### src/rtl/axi_lite_mem_arbiter.sv
// axi_lite_mem_arbiter: shares one AXI4-Lite master between the fetch (I) and load/store (D) ports,
// one transaction at a time, round-robin on contention.
module axi_lite_mem_arbiter #(
  parameter int ADDR_WIDTH = 32,
  parameter int DATA_WIDTH = 32
) (
  input  logic                    clk,
  input  logic                    rst,
  input  logic                    i_req,
  input  logic [ADDR_WIDTH-1:0]   i_addr,
  output logic [DATA_WIDTH-1:0]   i_rdata,
  output logic                    i_done,
  output logic                    i_err,
  input  logic                    d_req,
  input  logic                    d_we,
  input  logic [ADDR_WIDTH-1:0]   d_addr,
  input  logic [DATA_WIDTH-1:0]   d_wdata,
  input  logic [DATA_WIDTH/8-1:0] d_wstrb,
  output logic [DATA_WIDTH-1:0]   d_rdata,
  output logic                    d_done,
  output logic                    d_err,
  output logic [ADDR_WIDTH-1:0]   m_awaddr,
  output logic                    m_awvalid,
  input  logic                    m_awready,
  output logic [DATA_WIDTH-1:0]   m_wdata,
  output logic [DATA_WIDTH/8-1:0] m_wstrb,
  output logic                    m_wvalid,
  input  logic                    m_wready,
  input  logic [1:0]              m_bresp,
  input  logic                    m_bvalid,
  output logic                    m_bready,
  output logic [ADDR_WIDTH-1:0]   m_araddr,
  output logic                    m_arvalid,
  input  logic                    m_arready,
  input  logic [DATA_WIDTH-1:0]   m_rdata,
  input  logic [1:0]              m_rresp,
  input  logic                    m_rvalid,
  output logic                    m_rready
);
  typedef enum logic [2:0] {IDLE, RD_ADDR, RD_DATA, WR_REQ, WR_RESP, DONE} state_t;
  state_t state, state_n;
  logic gnt_d, last_d, aw_pend, w_pend, err, any_req, pick_d, wr;
  logic [ADDR_WIDTH-1:0] addr_r;
  assign any_req = i_req | d_req;
  assign pick_d = d_req & (~i_req | ~last_d);
  assign wr = pick_d & d_we;
  assign m_araddr = addr_r;
  assign m_awaddr = addr_r;
  assign m_arvalid = state == RD_ADDR;
  assign m_rready = state == RD_DATA;
  assign m_bready = state == WR_RESP;
  assign m_awvalid = aw_pend;
  assign m_wvalid = w_pend;
  assign i_done = (state == DONE) & ~gnt_d;
  assign d_done = (state == DONE) & gnt_d;
  assign i_err = i_done & err;
  assign d_err = d_done & err;
  always_comb begin
    state_n = state;
    case (state)
      IDLE:    state_n = any_req ? (wr ? WR_REQ : RD_ADDR) : IDLE;
      RD_ADDR: state_n = m_arready ? RD_DATA : RD_ADDR;
      RD_DATA: state_n = m_rvalid ? DONE : RD_DATA;
      WR_REQ:  state_n = ((~aw_pend | m_awready) & (~w_pend | m_wready)) ? WR_RESP : WR_REQ;
      WR_RESP: state_n = m_bvalid ? DONE : WR_RESP;
      default: state_n = IDLE;
    endcase
  end
  always_ff @(posedge clk)
    if (rst) state <= IDLE;
    else state <= state_n;
  always_ff @(posedge clk) begin
    if (rst) begin
      gnt_d <= 1'b0;
      last_d <= 1'b0;
      aw_pend <= 1'b0;
      w_pend <= 1'b0;
      err <= 1'b0;
      addr_r <= '0;
      m_wdata <= '0;
      m_wstrb <= '0;
      i_rdata <= '0;
      d_rdata <= '0;
    end else begin
      if (state == IDLE && any_req) begin
        gnt_d <= pick_d;
        last_d <= pick_d;
        addr_r <= pick_d ? d_addr : i_addr;
        aw_pend <= wr;
        w_pend <= wr;
        if (wr) begin
          m_wdata <= d_wdata;
          m_wstrb <= d_wstrb;
        end
      end
      // AW and W retire independently; WR_REQ exits once both flags are clear
      if (aw_pend && m_awready) aw_pend <= 1'b0;
      if (w_pend && m_wready) w_pend <= 1'b0;
      if (state == RD_DATA && m_rvalid) begin
        err <= m_rresp != 2'b00;
        if (gnt_d) d_rdata <= m_rdata;
        else i_rdata <= m_rdata;
      end
      if (state == WR_RESP && m_bvalid) err <= m_bresp != 2'b00;
    end
  end
endmodule

### config.mk
export PLATFORM = sky130hd
export DESIGN_NAME = axi_lite_mem_arbiter
export DESIGN_NICKNAME = d
export VERILOG_FILES = /design/src/rtl/axi_lite_mem_arbiter.sv
export SDC_FILE = /design/constraint.sdc
export NUM_CORES = 1
export LEC_CHECK = 0
export CAP_MARGIN = 20
export CORE_MARGIN = 2
export CORE_UTILIZATION = 43
export DETAILED_ROUTE_END_ITERATION = 10
export HOLD_SLACK_MARGIN = 0.15
export PLACE_DENSITY = 0.91
export RECOVER_POWER = 100
export SLEW_MARGIN = 20
export SYNTH_ARGS = -nofsm -noshare
export SYNTH_HDL_FRONTEND = slang
export SYNTH_SLANG_ARGS = --single-unit
### constraint.sdc
create_clock -name clk -period 4.5 [get_ports clk]
set_input_delay 0.9 -clock clk [delete_from_list [all_inputs] [get_ports clk]]
set_output_delay 0.9 -clock clk [all_outputs]
set_load 0.005 [all_outputs]
==> impl_metrics.ini <==
[place]
io_buffers = 318
dp.cells = 1134
dp_hpwl_mm = 14.3
gp_congestion = 0.780
placed_area_um2 = 8990

[sta]
finalSetupViolations = 0
fmax_ghz = 0.279
drv_slew = 107
finalCritPeriodShare = 0.798
post-route-min-period_ns = 3.59
tightest_slew_ns = 2.07
slew_headroom = -0.381
fin_skew_ns = 0.00554
rsz0062_at_grt = no
fin_tns_setup_ns = 0
hold_violations = 0

[clock_network]
cts_resized = 0
postCtsSetupBuffers = 0
numCtsBuffers = 17
cts.sinks = 139
cts_tree = done
clk_pin_slew_ns = 0.06
clk_path_buf_depth = 2
clock_latency_ns = 0.42
clockRootBuffer = clkbuf_16
htreeDepth = 4
hold_buffers = 0

[finish]
stdcell_count = 1167
seqCellArea_um2 = 2780
multi_input_area_um2 = 2660
num-fill-cells = 1045
layout-drive-gt1-share = 0.0507
post-route-cell-area_um2 = 9610
layout-area-overhead-vs-synth_pct = 58.8
layout.nets = 1119

[run_status]
status = complete, but fails checks
violations = capacitance limit, slew limit

[yosys]
synth_nets = 886
synthArstFlopShare = 0
yosys.area_share.simple = 0.164
synth_fa_ha_area_frac = 0
synth_seq_area_share = 0.460
synthCells = 740
synth_top_family_by_area = compound AO/OA/AOI/OAI gates
yosysTopAreaCellShare = 0.460
synth_area_per_cell_um2 = 8.17
synth-edff-count = 0
yosys.area.top_type = dfxtp_1
netlist_area_um2 = 6050
yosys.cell_types.count = 39
synthFlopType = dfxtp_1
synth-seq-cells = 139
yosys_warnings = 0
yosys-top-cells-area = dfxtp_1, a21oi_1, o21ai_0
synth_compound_area_frac = 0.275
synth_mux_area_frac = 0
synthXorXnorAreaFrac = 0

[critical_path]
cp_slowest_cell = a21bo_1
cp.buffers_inverters = 2
critical_path_class = input pin to flip-flop
critPathLaunchType = input pin
critPathRequiredTime_ns = 4.84
crit_fanout = 48
crit_family = compound AO/OA/AOI/OAI gates
startpoint = i_req
r2r_start = last_d
crit_arrival_ns = 3.93
cp-end-kind = flip-flop
max_stage_delay_ns = 1.19
path_cells = clkdlybuf4s50_1, a21bo_1, clkbuf_1, o31ai_1, a21oi_1

[detailed_routing]
drtIter0Drc = 558
viasPerCell = 5.80
wl_per_cell_um = 18.4
drc = 0
vias = 6767
wirelength_mm = 21.5
drtPass1Iterations = 5
antenna_left = 0

[min_path]
min-delay-start = d_rdata[25]
hold_class = flip-flop to flip-flop

[floorplanning]
core-area_um2 = 13800
io_pins = 319
dieArea_um2 = 15000
die_w_um = 123
initial_core_util = 0.437
die_h_um = 123
rows = 43

[grt]
grt_usage = 0.277
grt_pass1_wl_mm = 32.6
first_global_vias = 6354
overflow = 0
antenna_found_initial = 1
grt_max_degree = 67

[power]
total_power_w = 0.00409
ir_drop_mv = 0.258
p_leak_nw = 3.80
power_density_nw_per_um2 = 426

[job]
maxCapViolCount = 2
-- layout make-up --
| class | count | area share |
|---|---|---|
| well taps | 180 | 0.0234 |
| flip-flops and latches | 139 | 0.290 |
| diodes | 1 | 0.000261 |
| multi-input cells | 479 | 0.277 |
| repair buffers | 333 | 0.342 |
| clock inverters | 13 | 0.0195 |
| clock buffers | 19 | 0.0472 |
| inverters | 3 | 0.00117 |
-- final timing paths --
check	slack (ns)	end	cells after the start
worst max register to register	1.24	m_wdata[9]	4
worst min register to register	0.47	d_rdata[25]	2
worst min-delay path	0.47	d_rdata[25]	2
worst max-delay path	0.91	m_wdata[9]	5
-- stage by stage --
step                setup slack [ns]  utilization  hold WS, ns
finish                         0.910        0.695        0.469
global route                   0.664        0.695        0.493
CTS                             1.38        0.696        0.473
detailed placement              1.45        0.650        0.461
global placement                1.49        0.650        0.453
floorplan                       2.50            -        0.465
-- cells in the mapped netlist (all sizes together), types with 3 or more instances --
library cell    n
dfxtp         139
a21oi         136
o21ai          68
nand2          66
nand3          65
clkbuf         64
buf            55
nand4          36
o31ai          36
a311oi         32
nor2            6
nor2b           4
and2            3
-- tightest hold or removal path, stage by stage, from the launching register on --
cell     delay, ns
dfxtp_1       0.30
o21ai_0       0.06
a21oi_1       0.06
-- power by group --
part	switching [W]	internal [W]
combinational	0.000577	0.000518
clock	0.000559	0.000961
sequential	0.000113	0.00136
total	0.00125	0.00284
-- sequential cells by signal (all words and copies together), names as in the netlist --
name and flops:
d_rdata 32, i_rdata 32, m_araddr 32, m_wdata 32, m_wstrb 4, state 3, err 1, last_d 1
m_awvalid 1, m_wvalid 1
-- metal layers --
layer  track usage  wire [um]
met5             0          0
met2         0.474      10700
met4         0.145        958
met1         0.304       7760
met3        0.0920       2030
-- cell families (layout without fill, tap and decap cells) --
kind of cell,after synthesis,in the layout
flip-flops,139,139
other,0,1
buffers and inverters,122,368
AND/OR/NAND/NOR,196,196
AO/OA/AOI/OAI,283,283
-- placed cells by master, fill, tap and decap left out, drive strengths merged, types with 32 or more instances in the layout --
cell / instances
nand3: 65
a21oi: 136
nand4: 36
nand2: 66
dlygate4sd3: 174
clkdlybuf4s50: 143
o21ai: 68
a311oi: 32
dfxtp: 139
o31ai: 36
No activity file was read; power rests on OpenSTA's default activity.
